$ cat config.mk
export PLATFORM = sky130hd
export DESIGN_NAME = bf_sequencer
export DESIGN_NICKNAME = d
export VERILOG_FILES = /design/src/rtl/bf_sequencer_pkg.sv /design/src/rtl/bf_byte_counter.sv /design/src/rtl/bf_sequencer.sv
export SDC_FILE = /design/constraint.sdc
export NUM_CORES = 1
export LEC_CHECK = 0
export CAP_MARGIN = 20
export CORE_ASPECT_RATIO = 1.1
export CORE_UTILIZATION = 40
export DETAILED_ROUTE_END_ITERATION = 12
export GPL_TIMING_DRIVEN = 0
export PLACE_DENSITY = 0.75
export RECOVER_POWER = 100
export SLEW_MARGIN = 20
export SYNTH_ARGS = -nofsm -noshare
export SYNTH_HDL_FRONTEND = slang
export SYNTH_SLANG_ARGS = --single-unit
export TNS_END_PERCENT = 10
$ cat constraint.sdc
create_clock -name clk -period 3.6 [get_ports clk]
set_clock_uncertainty 0.1 [all_clocks]
set_input_delay 0.54 -clock clk [delete_from_list [all_inputs] [get_ports clk]]
set_output_delay 0.54 -clock clk [all_outputs]
set_load 0.01 [all_outputs]
$ cat src/rtl/bf_sequencer_pkg.sv
// Shared types and constants for the bf_sequencer slice: sequencer states
// and the Brainfuck byte encodings exchanged with the interpreter.
package bf_pkg;

    typedef enum logic [2:0] {
        IDLE,
        LOAD,
        TERM,
        START,
        WAITLOW,
        RUN,
        DONE,
        ABORT
    } state_t;

    localparam logic [7:0] BF_EOF   = 8'h00;
    localparam logic [7:0] BF_INC   = 8'h2B;
    localparam logic [7:0] BF_DEC   = 8'h2D;
    localparam logic [7:0] BF_LEFT  = 8'h3C;
    localparam logic [7:0] BF_RIGHT = 8'h3E;
    localparam logic [7:0] BF_LOOP  = 8'h5B;
    localparam logic [7:0] BF_END   = 8'h5D;
    localparam logic [7:0] BF_OUT   = 8'h2E;
    localparam logic [7:0] BF_IN    = 8'h2C;

    localparam int unsigned WDOG_W = 21;

endpackage

$ cat src/rtl/bf_byte_counter.sv
// Saturating up-counter with synchronous clear, used for the program length
// and delivered-output byte counts.
module bf_byte_counter #(
    parameter int unsigned WIDTH = 8
) (
    input  logic             clk,
    input  logic             rst,
    input  logic             clr,
    input  logic             inc,
    output logic [WIDTH-1:0] count
);

    always_ff @(posedge clk) begin
        if (rst || clr) begin
            count <= '0;
        end else if (inc && (count != '1)) begin
            count <= count + WIDTH'(1);
        end
    end

endmodule

$ cat src/rtl/bf_sequencer.sv
// Host-side sequencer for a Brainfuck interpreter: loads a program, starts
// it, and bridges runtime I/O. Optional RUN watchdog: define BF_SEQ_WDOG_EN.
module bf_sequencer
    import bf_pkg::*;
#(
    parameter int unsigned WDOG_CYCLES = 1048576,
    parameter int unsigned MAX_PROG    = 255
) (
    input  logic        clk,
    input  logic        rst,
    input  logic        cmd_valid,
    output logic        cmd_ack,
    input  logic        cmd_last,
    input  logic [7:0]  cmd_data,
    input  logic        rin_valid,
    output logic        rin_ack,
    input  logic [7:0]  rin_data,
    output logic        rout_valid,
    input  logic        rout_ack,
    output logic [7:0]  rout_data,
    output logic        i_in_valid,
    input  logic        i_in_ack,
    output logic [7:0]  i_in_data,
    input  logic        i_out_valid,
    output logic        i_out_ack,
    input  logic [7:0]  i_out_data,
    output logic        i_start,
    input  logic        i_ready,
    output logic        i_rst,
    output logic        busy,
    output logic        done,
    output logic        err_long,
    output logic        timeout,
    output logic [7:0]  prog_len,
    output logic [15:0] out_count
);

    state_t     state, state_nx;
    logic [1:0] wait_cnt;
    logic       abort_cnt;
    logic       clr_all;
    logic       prog_inc;
    logic       out_inc;
    logic       prog_full;
    logic       wdog_hit;

    assign prog_full = (32'(prog_len) >= MAX_PROG);

`ifdef BF_SEQ_WDOG_EN
    logic [WDOG_W-1:0] wdog_cnt;

    always_ff @(posedge clk) begin
        if (rst) begin
            wdog_cnt <= '0;
        end else begin
            wdog_cnt <= (state == RUN) ? wdog_cnt + WDOG_W'(1) : '0;
        end
    end

    assign wdog_hit = (state == RUN) && (32'(wdog_cnt) == WDOG_CYCLES - 1);

    always_ff @(posedge clk) begin
        if (rst || clr_all) begin
            timeout <= 1'b0;
        end else if (state == RUN && state_nx == ABORT) begin
            timeout <= 1'b1;
        end
    end
`else
    // Watchdog compiled out; the limit parameter stays for interface compatibility.
    assign wdog_hit = 1'b0 && (WDOG_CYCLES != 0);
    assign timeout  = 1'b0;
`endif

    always_ff @(posedge clk) begin
        if (rst) begin
            state     <= IDLE;
            err_long  <= 1'b0;
            wait_cnt  <= '0;
            abort_cnt <= 1'b0;
        end else begin
            state     <= state_nx;
            wait_cnt  <= (state == WAITLOW) ? wait_cnt + 2'd1 : '0;
            abort_cnt <= (state == ABORT);
            if (clr_all) begin
                err_long <= 1'b0;
            end else if (state == LOAD && state_nx == ABORT) begin
                err_long <= 1'b1;
            end
        end
    end

    always_comb begin
        state_nx   = state;
        cmd_ack    = 1'b0;
        rin_ack    = 1'b0;
        rout_valid = 1'b0;
        rout_data  = '0;
        i_in_valid = 1'b0;
        i_in_data  = '0;
        i_out_ack  = 1'b0;
        i_start    = 1'b0;
        clr_all    = 1'b0;
        prog_inc   = 1'b0;
        out_inc    = 1'b0;

        case (state)
            IDLE, DONE: begin
                if (cmd_valid && i_ready) begin
                    clr_all  = 1'b1;
                    state_nx = LOAD;
                end
            end
            LOAD: begin
                // An overflowing byte is consumed from the host but never forwarded.
                if (cmd_valid && prog_full) begin
                    cmd_ack  = 1'b1;
                    state_nx = ABORT;
                end else begin
                    i_in_valid = cmd_valid;
                    i_in_data  = cmd_data;
                    cmd_ack    = i_in_ack;
                    if (cmd_valid && i_in_ack) begin
                        prog_inc = 1'b1;
                        if (cmd_last) begin
                            state_nx = TERM;
                        end
                    end
                end
            end
            TERM: begin
                i_in_valid = 1'b1;
                i_in_data  = BF_EOF;
                if (i_in_ack) begin
                    state_nx = START;
                end
            end
            START: begin
                i_start  = 1'b1;
                state_nx = WAITLOW;
            end
            WAITLOW: begin
                if (!i_ready) begin
                    state_nx = RUN;
                end else if (wait_cnt == 2'd3) begin
                    state_nx = START;
                end
            end
            RUN: begin
                i_in_valid = rin_valid;
                i_in_data  = rin_data;
                rin_ack    = i_in_ack;
                rout_valid = i_out_valid;
                rout_data  = i_out_data;
                i_out_ack  = rout_ack;
                out_inc    = i_out_valid && rout_ack;
                if (i_ready && !i_out_valid) begin
                    state_nx = DONE;
                end else if (wdog_hit) begin
                    state_nx = ABORT;
                end
            end
            ABORT: begin
                if (abort_cnt) begin
                    state_nx = DONE;
                end
            end
            default: state_nx = IDLE;
        endcase

        // Reset kills every handshake in the same cycle so no byte is half-transferred.
        if (rst) begin
            cmd_ack    = 1'b0;
            rin_ack    = 1'b0;
            rout_valid = 1'b0;
            i_in_valid = 1'b0;
            i_out_ack  = 1'b0;
            i_start    = 1'b0;
        end
    end

    assign i_rst = rst || (state == ABORT);
    assign busy  = (state != IDLE) && (state != DONE);
    assign done  = (state == DONE);

    bf_byte_counter #(.WIDTH(8)) u_prog_cnt (
        .clk   (clk),
        .rst   (rst),
        .clr   (clr_all),
        .inc   (prog_inc),
        .count (prog_len)
    );

    bf_byte_counter #(.WIDTH(16)) u_out_cnt (
        .clk   (clk),
        .rst   (rst),
        .clr   (clr_all),
        .inc   (out_inc),
        .count (out_count)
    );

endmodule

==> results.md, run 1 <==
- The flow ran to the end, and the final reports show no timing, DRC or antenna violations.
- The most used flip-flop cell after synthesis is sky130_fd_sc_hd__dfxtp_1.
- Post-CTS timing repair inserted 0 buffers for setup.
- The tool flagged a number of max-cap violations equal to 0.
- The post-synthesis net count is 278.
- After detailed routing, the number of remaining DRC violations is 0.
- The total number of yosys warnings is 0.
- The final wirelength is 5750 um.
- The count of buffers inserted at the top-level ports is 82.
- Yosys mapped a number of flops with a built-in enable equal to 0.
- Counting the fill cells in the layout gives 452.
- The total global routing overflow is 0.
- The worst-margin pin slew is 0.709 ns.
- The number of instances resized during post-cts repair is 0.
- The cell internal power dissipation is 725 uW.
- Along the worst hold path, the cell count comes to 1.
- Dividing the synthesized area by the synthesized cell count gives 8.06 um^2.
- The count of hold-fix buffers inserted at cts is 0.
- The clock network fraction of total power is 0.330.
- The worst path setup slack after routing is 0.191 ns.
- The placeable core area is 4650 um^2.
- The number of setup violations in the final report is 0.
- STA classifies the critical path endpoint as an output port.
- The die is 68.6 um wide.
- The HPWL after detailed placement is 4320 um.
- For hold timing, the worst endpoint is wait_cnt[0].
- The number of nets at the end of the flow is 367.
- In this run, synthesis produced a sequential element count of 31.
- The number of global-route vias before repair came to 1871.
- The floorplan step defined a die boundary enclosing 5160 um^2.
- The number of cells produced by synthesis is 242.
- 0 antenna diodes ended up in the layout.
- In this run the power spent charging and discharging nets is 335 uW.
- The number of top-level pins is 84.
- Setup slack on the worst reg-to-reg path comes out at 1.30 ns.
- The design draws 1.06 mW.
- The analysis attributes to cell leakage a power of 1.18 nW.
- The wire length of the first global-routing pass is 8560 um.
- The net switching share of the total power is 0.316.
- The summed instance area of the synthesized netlist is 1950 um^2.
- The initial utilization of the core area, before any placement, comes to 0.419.
- The arrival time of the worst setup path is 2.77 ns.
- The final weighted congestion in routability-driven placement is 0.821.
- In the final routed layout, each cell accounts on average for 14.8 um.
- The launching element of the worst setup path is cmd_valid.
- The worst register-to-register path begins at u_out_cnt.count[0].
- The number of clock buffers added by TritonCTS is 5.
- Of all flip-flops after synthesis, the portion carrying an async set or reset was 0.
- The maximum net fanout on the critical path is 6.
- Dividing the detail-routed via count by the number of cells gives 5.70.
- The worst endpoint required time is 2.96 ns.
- The buffer levels on the longest clock path is 2.
- The detail route stage leaves a number of antenna-violating nets equal to 0.
- The post-route setup TNS is 0 ns.
- The overall track demand over capacity in global routing is 0.224.
- TritonCTS built the clock tree.
- The power share of the combinational group is 0.320.
- The share of total power dissipated in sequential elements is 0.349.
- The fraction of layout instances using a drive strength above 1 is 0.0452.
- Clock tree synthesis found a total of 31 sinks.
- Leaving out fill and tap cells, the most frequent cells in the layout are sky130_fd_sc_hd__dlygate4sd3_1, sky130_fd_sc_hd__clkdlybuf4s50_1, sky130_fd_sc_hd__dfxtp_1.
- The first routing iteration left 125 violations.
- The buffer cell driving the clock tree root is sky130_fd_sc_hd__clkbuf_8.
- For the worst flop-to-flop path, the logic depth is 6.
- Measured along the y axis, the die boundary spans 75.2 um.
- The type of the setup path with the least slack is in -> out.
- The commonest non-fill, non-tap cell in the layout is sky130_fd_sc_hd__dlygate4sd3_1.
- The clock insertion delay at the later pin of the skew report is 0.29 ns.
- The H-tree depth is 2.
- The final-report hold violation count is 0.
- The total via count after detailed routing is 2211.
- From synthesis to final layout, the design area changed by 50.4%.
- The tightest min-delay check is of the reg -> reg type.
- Counting distinct cell types in the post-synthesis netlist gives 54.
- The worst hold path begins at wait_cnt[0].
- The power per unit of standard cell area is 361 nW/um^2.
- The maximum number of pins on one net before global-route repair is 12.
- Setup repair after global routing left no endpoint under its margin.
- Of the available clock period, the critical path in the final layout requires 0.947.
- The worst path in the final design needs a cycle of 3.41 ns, including I/O delays and setup.
- OpenSTA, run right after detailed placement, puts the worst setup slack at 0.286 ns.
- The register clock-pin slew on the reported worst setup and hold paths is 0.07 ns.
- The max-slew violation total from the final report came to 0.
- The startpoint kind of the worst setup timing path is an input port.
- Static timing analysis puts the maximum clock frequency at 0.293 GHz.
- The endpoint of the most critical register-to-register path is u_out_cnt.count[5].
- The initial antenna violation count is 0.
- The number of iterations in the first detailed-routing pass is 4.
- IR analysis of the VDD net gives a maximum drop of 0.000234 V.
- The floorplan row count is 26.
- The worst pin sits at a relative slew slack of 0.523.
- The share of the Yosys chip area taken by registers is 0.318.
per-layer routing:
| layer | vias up | GRT usage | wire (um) |
|---|---|---|---|
| met5 | - | 0 | 0 |
| met4 | 0 | 0.0880 | 70 |
| met3 | 6 | 0.0545 | 210 |
| met2 | 48 | 0.381 | 3010 |
| met1 | 1055 | 0.268 | 2460 |
| li1 | 1102 | - | - |
flip-flops by register name (all words and copies together) (netlist names):
register / cells
u_prog_cnt.count: 8
abort_cnt: 1
state: 3
wait_cnt: 2
err_long: 1
u_out_cnt.count: 16
metrics by stage:
stage                     hold slack [ns]   util  std cells  cell area [um^2]
after floorplan                     0.305      -        242              1950
after global placement              0.316  0.611        380              2840
after detailed placement            0.325  0.611        380              2840
after CTS                           0.335  0.635        388              2950
after global routing                0.363  0.631        388              2930
final                               0.337  0.631        388              2930
logic make-up after synthesis:
family | count (synthesis) | synth area share
simple gates | 117 | 0.353
compound gates | 63 | 0.219
flops | 31 | 0.318
buf+inv | 18 | 0.0455
xor+xnor | 5 | 0.0224
mux | 4 | 0.0205
fa+ha+maj | 3 | 0.0192
other cells | 1 | 0.00192
critical path, stage by stage:
cell and delay (ns):
sky130_fd_sc_hd__dlygate4sd3_1 0.60, sky130_fd_sc_hd__and4bb_1 0.33, sky130_fd_sc_hd__nor3b_1 0.45, sky130_fd_sc_hd__inv_1 0.08, sky130_fd_sc_hd__a21oi_1 0.19, sky130_fd_sc_hd__clkdlybuf4s50_1 0.57
power groups by stage:
stage / Clock, mW / Combinational, mW / Sequential, mW
5_1_grt: 0.375 / 0.369 / 0.372
3_5_place_dp: 0 / 0.359 / 0.378
3_3_place_gp: 0 / 0.355 / 0.378
4_1_cts: 0.354 / 0.361 / 0.370
6_report: 0.350 / 0.340 / 0.370
2_1_floorplan: 0 / 0.204 / 0.374
synthesized netlist by cell type (3+ instances only):
master | number | area (um^2)
sky130_fd_sc_hd__a22o_1 | 5 | 43.8
sky130_fd_sc_hd__dfxtp_1 | 31 | 621
sky130_fd_sc_hd__a21oi_1 | 19 | 95.1
sky130_fd_sc_hd__nand2b_1 | 5 | 31.3
sky130_fd_sc_hd__and3_1 | 5 | 31.3
sky130_fd_sc_hd__and3b_1 | 5 | 43.8
sky130_fd_sc_hd__xor2_1 | 4 | 35.0
sky130_fd_sc_hd__nand3_1 | 10 | 50.1
sky130_fd_sc_hd__ha_1 | 3 | 37.5
sky130_fd_sc_hd__nor2_1 | 15 | 56.3
sky130_fd_sc_hd__inv_1 | 3 | 11.3
sky130_fd_sc_hd__nand4_1 | 10 | 62.6
sky130_fd_sc_hd__mux2i_1 | 4 | 40.0
sky130_fd_sc_hd__a32o_1 | 4 | 40.0
sky130_fd_sc_hd__or4_1 | 6 | 45.0
sky130_fd_sc_hd__or3_1 | 7 | 43.8
sky130_fd_sc_hd__o21ai_0 | 8 | 40.0
sky130_fd_sc_hd__clkbuf_1 | 7 | 26.3
sky130_fd_sc_hd__and2_1 | 13 | 81.3
sky130_fd_sc_hd__buf_2 | 5 | 25.0
sky130_fd_sc_hd__nand2_1 | 19 | 71.3
sky130_fd_sc_hd__nor4_1 | 5 | 31.3
sky130_fd_sc_hd__and4_1 | 3 | 26.3
sky130_fd_sc_hd__o211ai_1 | 7 | 52.6
sky130_fd_sc_hd__o31ai_1 | 4 | 30.0
layout make-up:
type                            instances  area [um^2]  area share
Clock inverter                          3         43.8      0.0149
Buffer                                 15         66.3      0.0226
Timing Repair Buffer                   82          821       0.280
Inverter                                3         11.3     0.00384
Clock buffer                            5         68.8      0.0235
Multi-Input combinational cell        193         1230       0.420
Tap cell                               56         70.1      0.0239
Sequential cell                        31          621       0.212
worst max-delay path by stage:
stage | end
after global placement | cmd_ack
after floorplan | cmd_ack
after detailed placement | cmd_ack
after CTS | cmd_ack
final | cmd_ack
after global routing | cmd_ack
Note: power is estimated with default switching activity, not from simulation.
==> run 2, diff against run 1 <==
--- a/config.mk
+++ b/config.mk
@@ -15,5 +15,6 @@
 export SLEW_MARGIN = 20
 export SYNTH_ARGS = -nofsm -noshare
 export SYNTH_HDL_FRONTEND = slang
+export SYNTH_HIERARCHICAL = 1
 export SYNTH_SLANG_ARGS = --single-unit
 export TNS_END_PERCENT = 10
==> run 2 against run 1 <==
Final area down 0.85%. First-iteration DRC count down 49%. Synthesized cell count down 3.3%. Critical path type is now reg -> out. Largest cell class unchanged. Largest power group unchanged.
==> results.md, run 2 <==
- The number of iterations in the first detailed-routing pass is 6 (was 4).
- The number of logic stages on the critical path including buffering is 4 (was 6).
- The overall die height is 75.4 um (was 75.2 um).
- The maximum clock frequency is 0.316 GHz (was 0.293 GHz).
- The synthesis-stage register bit count is 31 (unchanged).
- The maximum number of pins on one net before global-route repair came to 11 (was 12).
- The overall track demand over capacity in global routing is 0.197 (was 0.224).
- The most used flip-flop cell after synthesis is sky130_fd_sc_hd__dfxtp_1 (unchanged).
- The TritonCTS clock tree is built (unchanged).
- The routed length per placed instance is 14.0 um (was 14.8 um).
- The die outline width came to 68.7 um (was 68.6 um).
- The final weighted congestion in routability-driven placement is 0.860 (was 0.821).
- The total global routing overflow was 0 (unchanged).
- The cell family contributing the most delay on the critical path is simple AND/OR/NAND/NOR gates (was buffers and inverters).
- Status: finished, final reports clean (unchanged).
- The non-filler instance count after layout is 378 (was 388).
- The number of setup violations in the final report is 0 (unchanged).
- The floorplan row count is 26 (unchanged).
- The total number of yosys warnings came to 6 (was 0).
- The detailed-route DRC error count came to 0 (unchanged).
- The summed instance area of the synthesized netlist came to 1960 um^2 (was 1950 um^2).
- The mean area per synthesized cell is 8.37 um^2 (was 8.06 um^2).
- The count of cell types in the netlist is 58 (was 54).
- The commonest non-fill, non-tap cell in the layout is sky130_fd_sc_hd__dlygate4sd3_1 (unchanged).
- The number of DRC violations after detailed-routing iteration 0 was 64 (was 125).
- The post-route cell area is 2910 um^2 (was 2930 um^2).
- The total via count after detailed routing came to 2145 (was 2211).
- The number of synthesized flops with an enable pin is 0 (unchanged).
- The share of synthesized registers carrying an async set or reset is 0 (unchanged).
- The headroom to the max-slew limit is 0.453 (was 0.523).
- The worst ir drop on vdd is 0.000226 V (was 0.000234 V).
- The clock insertion delay at the later pin of the skew report is 0.28 ns (was 0.29 ns).
- The type of the setup path with the least slack is reg -> out (was in -> out).
- The flip-flop count of the largest register, all copies and words added was 16 (unchanged).
- The startpoint kind of the worst setup timing path is a flip-flop (was input port).
- The final wirelength came to 5300 um (was 5750 um).
- Unrepaired setup endpoints after global routing: no (unchanged).
- The reg-to-reg critical path startpoint was state[0] (was u_out_cnt.count[0]).
- The H-tree depth is 2 (unchanged).
- The count of buffers inserted at the top-level ports is 81 (was 82).
- The critical path buffer and inverter count was 1 (was 3).
- The worst-margin pin slew was 0.819 ns (was 0.709 ns).
- The worst endpoint required time is 2.96 ns (about the same).
- The placeable core area is 4680 um^2 (was 4650 um^2).
- The critical path's largest stage delay was 0.70 ns (was 0.60 ns).
- The worst setup path endpoint was i_in_data[6] (was cmd_ack).
- The overall die area is 5180 um^2 (was 5160 um^2).
- The post-route antenna net violation count is 0 (unchanged).
- The count of hold-fix buffers inserted at cts came to 0 (unchanged).
- The number of nets at the end of the flow is 358 (was 367).
- The number of top-level pins is 84 (unchanged).
- The count of clock tree sinks was 31 (unchanged).
- The post-route clock period utilization was 0.878 (was 0.947).
- The final-report hold violation count is 0 (unchanged).
- The arrival time of the worst setup path is 2.52 ns (was 2.77 ns).
- The number of instances resized during post-cts repair is 0 (unchanged).
- The part of the Yosys area used for sequential elements is 0.317 (was 0.318).
- The wire length of the first global-routing pass was 7800 um (was 8560 um).
- The initial cell density of the core is 0.418 (was 0.419).
- Leading post-synthesis cells by cell area: sky130_fd_sc_hd__dfxtp_1, sky130_fd_sc_hd__a21oi_1, sky130_fd_sc_hd__a22o_1, sky130_fd_sc_hd__nand2_1, sky130_fd_sc_hd__and2_1 (was sky130_fd_sc_hd__dfxtp_1, sky130_fd_sc_hd__a21oi_1, sky130_fd_sc_hd__and2_1, sky130_fd_sc_hd__nand2_1, sky130_fd_sc_hd__nand4_1).
- The leakage power is 1.23 nW (was 1.18 nW).
- The number of cells produced by synthesis came to 234 (was 242).
- The relative area change from synthesis to final layout is 48.5% (was 50.4%).
- Largest registers ranked by flip-flop count: u_out_cnt/count (16), u_prog_cnt/count (8), state (3) (was u_out_cnt.count (16), u_prog_cnt.count (8), state (3)).
- The max-slew violation total from the final report is 0 (unchanged).
- The power per unit of standard cell area was 279 nW/um^2 (was 361 nW/um^2).
- The count of buffers added by post-CTS timing repair for setup is 0 (unchanged).
- The antenna diode count is 0 (unchanged).
- The count of cells along the worst register-to-register path is 6 (unchanged).
- The total clock buffers created by CTS came to 5 (unchanged).
- The maximum net fanout on the critical path is 8 (was 6).
- The time the worst path needs with I/O delays and setup is 3.16 ns (was 3.41 ns).
- The placed standard-cell area came to 2840 um^2 (about the same).
- The fraction of synthesized cell area taken by the top area cell type is 0.317 (was 0.318).
- The slack of the worst reg-to-reg path is 0.99 ns (was 1.30 ns).
- The buffer cell driving the clock tree root is sky130_fd_sc_hd__clkbuf_8 (unchanged).
- The cell with the largest stage delay on the worst path was sky130_fd_sc_hd__nor3b_1 (was sky130_fd_sc_hd__dlygate4sd3_1).
- The initial antenna violation count is 0 (unchanged).
- The post-route setup TNS is 0 ns (unchanged).
- The post-synthesis net count is 270 (was 278).
- The register clock-pin slew on the reported worst setup and hold paths is 0.06 ns (was 0.07 ns).
- The overall power consumption is 813 uW (was 1.06 mW).
- The ratio of routed vias to standard cells is 5.67 (was 5.70).
- The cell taking the most area after synthesis is sky130_fd_sc_hd__dfxtp_1 (unchanged).
- The instance count after placement with tap cells included came to 371 (was 380).
- The launching element of the worst setup path was state[0] (was cmd_valid).
- The endpoint of the most critical register-to-register path is u_prog_cnt/count[3] (was u_out_cnt.count[5]).
- The fraction of layout instances using a drive strength above 1 is 0.0745 (was 0.0452).
- The HPWL after detailed placement is 3940 um (was 4320 um).
- The most flop-heavy register is u_out_cnt/count (was u_out_cnt.count).
- Most numerous cell types in the synthesized netlist: sky130_fd_sc_hd__dfxtp_1, sky130_fd_sc_hd__a21oi_1, sky130_fd_sc_hd__nand2_1, sky130_fd_sc_hd__nor2_1 (was sky130_fd_sc_hd__dfxtp_1, sky130_fd_sc_hd__a21oi_1, sky130_fd_sc_hd__nand2_1, sky130_fd_sc_hd__nor2_1, sky130_fd_sc_hd__and2_1).
- The dominant cell by count in the synthesized netlist is sky130_fd_sc_hd__dfxtp_1 (unchanged).
- Most frequent cells in the layout: sky130_fd_sc_hd__dlygate4sd3_1, sky130_fd_sc_hd__clkdlybuf4s50_1, sky130_fd_sc_hd__dfxtp_1 (unchanged).
- The type of destination of the critical path is an output port (unchanged).
- The number of global-route vias before repair is 1768 (was 1871).
- The max-cap check violation count is 0 (unchanged).
- Crit path cell chain: nor3b_1 -> a21boi_4 -> a22o_1 -> dlygate4sd3_1 (was dlygate4sd3_1 -> and4bb_1 -> nor3b_1 -> inv_1 -> a21oi_1 -> clkdlybuf4s50_1).
- The class of the tightest hold or removal check was reg -> reg (unchanged).
- The buffer levels on the longest clock path is 2 (unchanged).
[run 2: cell count changes after synthesis, sizes merged, moves of 4 or more]
cell / before / now
a21boi: 0 / 4
a22o: 5 / 9
a32o: 4 / 0
a41o: 0 / 4
nor3b: 1 / 5
o211ai: 8 / 1
[run 2: cell type report]
type                    instances  area [um^2]
fillers                       445         1780
multi-input cells             186         1240
repair buffers                 81          811
flip-flops and latches         31          621
clock buffers                   6         82.6
well taps                      56         70.1
plain buffers                  12         62.6
inverters                       5         18.8
clock inverters                 1         5.00
[run 2: worst min path at each step]
stage                 from     endpoint  cells past startpoint
6_report       wait_cnt[0]  wait_cnt[0]                      1
5_1_grt        wait_cnt[0]  wait_cnt[0]                      1
4_1_cts        wait_cnt[0]  wait_cnt[0]                      1
3_5_place_dp   wait_cnt[0]  wait_cnt[0]                      1
3_3_place_gp   wait_cnt[0]  wait_cnt[0]                      1
2_1_floorplan  wait_cnt[0]  wait_cnt[0]                      1
[run 2: stage by stage]
stage	worst slack (ns)	util	hold WS, ns
5_1_grt	0.296	0.621	0.356
6_report	0.438	0.621	0.333
3_3_place_gp	0.651	0.606	0.318
4_1_cts	0.636	0.625	0.336
2_1_floorplan	1.48	-	0.305
3_5_place_dp	0.643	0.606	0.328
[run 2: logic make-up after synthesis]
group                    synth area share
AO/OA/AOI/OAI                       0.234
XOR/XNOR                           0.0179
adder cells (fa/ha/maj)            0.0192
buffers and inverters              0.0434
flip-flops                          0.317
multiplexers                       0.0204
other                             0.00191
AND/OR/NAND/NOR                     0.346
[run 2: power breakdown]
part	switching (mW)	internal, mW
Combinational	0.0860	0.0992
Clock	0.124	0.150
Sequential	0.00573	0.348
Total	0.216	0.597
[run 2: routing by layer]
metal / vias to the layer above / routed length (um) / track usage
li1: 1070 / - / -
met1: 983 / 2330 / 0.242
met2: 86 / 2430 / 0.347
met3: 6 / 493 / 0.0434
met4: 0 / 44 / 0.0431
met5: - / 0 / 0
==> run 3, diff against run 2 <==
==> constraint.sdc (replaced) <==
create_clock -name clk -period 3.6 [get_ports clk]
set_clock_uncertainty 0.1 [all_clocks]
set_input_delay 0.54 -clock clk [delete_from_list [all_inputs] [get_ports clk]]
set_output_delay 0.54 -clock clk [all_outputs]
set_load 0.1 [all_outputs]
==> run 3 against run 2 <==
Non-clock buffer count stayed put. Final area increased by 0.30%. Maximum frequency is 8.8% lower. Sequential power about the same. Hold slack hardly changed. Final cell count rose by 0.26%. Clock-buffer cell count increased by 2. Power grew 23%. Critical path depth stayed put. Die area unchanged. Global-route usage up 1.9 points. Highest routed layer unchanged.
==> results.md, run 3 (synthesis results as in run 2) <==
- The number of global-route vias before repair is 1846 (was 1768).
- The fraction of layout instances using a drive strength above 1 is 0.0898 (was 0.0745).
- The count of clock tree sinks is 31 (unchanged).
- The type of destination of the critical path was an output port (unchanged).
- Largest registers ranked by flip-flop count: u_out_cnt/count (16), u_prog_cnt/count (8), state (3) (unchanged).
- The ratio of routed vias to standard cells came to 5.71 (was 5.67).
- The maximum net fanout on the critical path is 10 (was 8).
- The maximum number of pins on one net before global-route repair is 11 (unchanged).
- The hold path endpoint is wait_cnt[0] (unchanged).
- The buffer cell driving the clock tree root is sky130_fd_sc_hd__clkbuf_8 (unchanged).
- The detailed-route DRC error count is 0 (unchanged).
- The commonest non-fill, non-tap cell in the layout is sky130_fd_sc_hd__clkdlybuf4s50_1 (was sky130_fd_sc_hd__dlygate4sd3_1).
- The total global routing overflow is 0 (unchanged).
- The post-route cell area is 2920 um^2 (was 2910 um^2).
- The final wirelength is 5360 um (was 5300 um).
- The slack of the worst reg-to-reg path is 0.97 ns (was 0.99 ns).
- The floorplan row count is 26 (unchanged).
- The hold path depth was 1 (unchanged).
- The final weighted congestion in routability-driven placement is 0.895 (was 0.860).
- The HPWL after detailed placement was 3970 um (was 3940 um).
- The endpoint of the most critical register-to-register path is u_out_cnt/count[6] (was u_prog_cnt/count[3]).
- The count of cells along the worst register-to-register path came to 7 (was 6).
- The placeable core area is 4680 um^2 (unchanged).
- The number of instances resized during post-cts repair is 0 (unchanged).
- The wire length of the first global-routing pass came to 8330 um (was 7800 um).
- The cell with the largest stage delay on the worst path is sky130_fd_sc_hd__clkdlybuf4s50_1 (was sky130_fd_sc_hd__nor3b_1).
- The number of setup violations in the final report came to 0 (unchanged).
- The worst path setup slack after routing is 0.133 ns (was 0.438 ns).
- The time the worst path needs with I/O delays and setup is 3.47 ns (was 3.16 ns).
- The worst endpoint required time is 2.96 ns (about the same).
- The startpoint kind of the worst setup timing path is an input port (was flip-flop).
- The number of nets at the end of the flow is 358 (unchanged).
- The count of buffers inserted at the top-level ports is 81 (unchanged).
- The final-report hold violation count is 0 (unchanged).
- The number of iterations in the first detailed-routing pass is 4 (was 6).
- The arrival time of the worst setup path came to 2.83 ns (was 2.52 ns).
- Unrepaired setup endpoints after global routing: no (unchanged).
- The most flop-heavy register was u_out_cnt/count (unchanged).
- The overall die area was 5180 um^2 (unchanged).
- The maximum clock frequency is 0.288 GHz (was 0.316 GHz).
- The post-route antenna net violation count came to 0 (unchanged).
- The post-route setup TNS is 0 ns (unchanged).
- The max-slew violation total from the final report is 0 (unchanged).
- The final-layout fill cell count came to 434 (was 445).
- Crit path cell chain: clkdlybuf4s50_1 -> clkbuf_1 -> and3b_1 -> clkdlybuf4s50_1 (was nor3b_1 -> a21boi_4 -> a22o_1 -> dlygate4sd3_1).
- The worst-margin pin slew was 1.18 ns (was 0.819 ns).
- The critical path's largest stage delay is 0.96 ns (was 0.70 ns).
- Most frequent cells in the layout: sky130_fd_sc_hd__clkdlybuf4s50_1, sky130_fd_sc_hd__dlygate4sd3_1, sky130_fd_sc_hd__dfxtp_1 (was sky130_fd_sc_hd__dlygate4sd3_1, sky130_fd_sc_hd__clkdlybuf4s50_1, sky130_fd_sc_hd__dfxtp_1).
- The relative area change from synthesis to final layout is 48.9% (was 48.5%).
- The number of DRC violations after detailed-routing iteration 0 is 86 (was 64).
- The buffer levels on the longest clock path is 2 (unchanged).
- The placed standard-cell area was 2840 um^2 (about the same).
- The origin of the worst min-delay path is wait_cnt[0] (unchanged).
- The TritonCTS clock tree is built (unchanged).
- The worst ir drop on vdd is 0.000373 V (was 0.000226 V).
- The multi-input logic area came to 1260 um^2 (was 1240 um^2).
- The initial antenna violation count is 0 (unchanged).
- The register clock-pin slew on the reported worst setup and hold paths is 0.07 ns (was 0.06 ns).
- The clock insertion delay at the later pin of the skew report came to 0.29 ns (was 0.28 ns).
- The headroom to the max-slew limit is 0.217 (was 0.453).
- Status: finished, final reports clean (unchanged).
- The count of buffers added by post-CTS timing repair for setup is 0 (unchanged).
- The power per unit of standard cell area is 342 nW/um^2 (was 279 nW/um^2).
- The initial cell density of the core is 0.418 (unchanged).
- The post-route clock period utilization is 0.963 (was 0.878).
- The reg-to-reg critical path startpoint is state[0] (unchanged).
- The antenna diode count came to 0 (unchanged).
- The type of the setup path with the least slack is in -> out (was reg -> out).
- The die outline width is 68.7 um (unchanged).
- The sequential cell area in the final layout was 621 um^2 (unchanged).
- The overall track demand over capacity in global routing is 0.215 (was 0.197).
- The H-tree depth was 2 (unchanged).
- The flip-flop count of the largest register, all copies and words added came to 16 (unchanged).
- The routed length per placed instance is 14.1 um (was 14.0 um).
- The pre-CTS setup slack was 0.0255 ns (was 0.643 ns).
- The instance count after placement with tap cells included came to 371 (unchanged).
- The total clock buffers created by CTS was 5 (unchanged).
- The overall die height is 75.4 um (unchanged).
- Among the stages of the critical path, the cell type that occurs most often is sky130_fd_sc_hd__clkdlybuf4s50_1.
- The leakage power is 1.20 nW (was 1.23 nW).
- The max-cap check violation count is 0 (unchanged).
- The total via count after detailed routing came to 2163 (was 2145).
- The count of hold-fix buffers inserted at cts came to 0 (unchanged).
- The number of top-level pins is 84 (unchanged).
- The non-filler instance count after layout is 379 (was 378).
- The class of the tightest hold or removal check is reg -> reg (unchanged).
[run 3: cell types whose count changed in the layout (fill, tap and decap cells not counted), sizes merged]
cell | before | now
buf | 4 | 6
clkdlybuf4s50 | 32 | 41
dlygate4sd3 | 49 | 36
clkbuf | 14 | 18
clkinv | 1 | 0
[run 3: worst max path at each step]
| stage | start | endpoint | slack [ns] |
|---|---|---|---|
| final | rst | i_out_ack | 0.13 |
| after global routing | rst | i_start | 0.02 |
| after global placement | rst | i_rst | 0.006 |
| after floorplan | state[1] | rin_ack | -0.01 |
| after detailed placement | rst | i_rst | 0.03 |
| after CTS | rst | i_rst | 0.02 |
[run 3: layout make-up]
cell class	count	area share
repair buffers	81	0.269
multi-input cells	186	0.431
flip-flops and latches	31	0.213
clock buffers	8	0.0343
well taps	56	0.0240
plain buffers	12	0.0223
inverters	5	0.00643
[run 3: per-stage QoR]
stage / power, mW / utilization / hold slack (ns)
floorplan: 0.610 / - / 0.305
global placement: 0.704 / 0.607 / 0.319
detailed placement: 0.706 / 0.607 / 0.332
CTS: 1.01 / 0.628 / 0.342
global route: 1.05 / 0.623 / 0.363
finish: 0.998 / 0.623 / 0.333
[run 3: where the power goes]
group	switching, mW	total [mW]	internal, mW
Sequential	0.00755	0.355	0.348
Combinational	0.232	0.338	0.106
Clock	0.130	0.305	0.174
[run 3: routing by layer]
metal  track usage  vias to the layer above  part of all wire
li1              -                     1075                 -
met1         0.271                      987              0.43
met2         0.339                       93              0.46
met3        0.0584                        8             0.098
met4         0.104                        0             0.018
met5             0                        -                 0
[run 3: critical path: cells and delay by family]
kind | cells | cell delay, ns
buffers and inverters | 3 | 2.06
AND/OR/NAND/NOR | 1 | 0.23
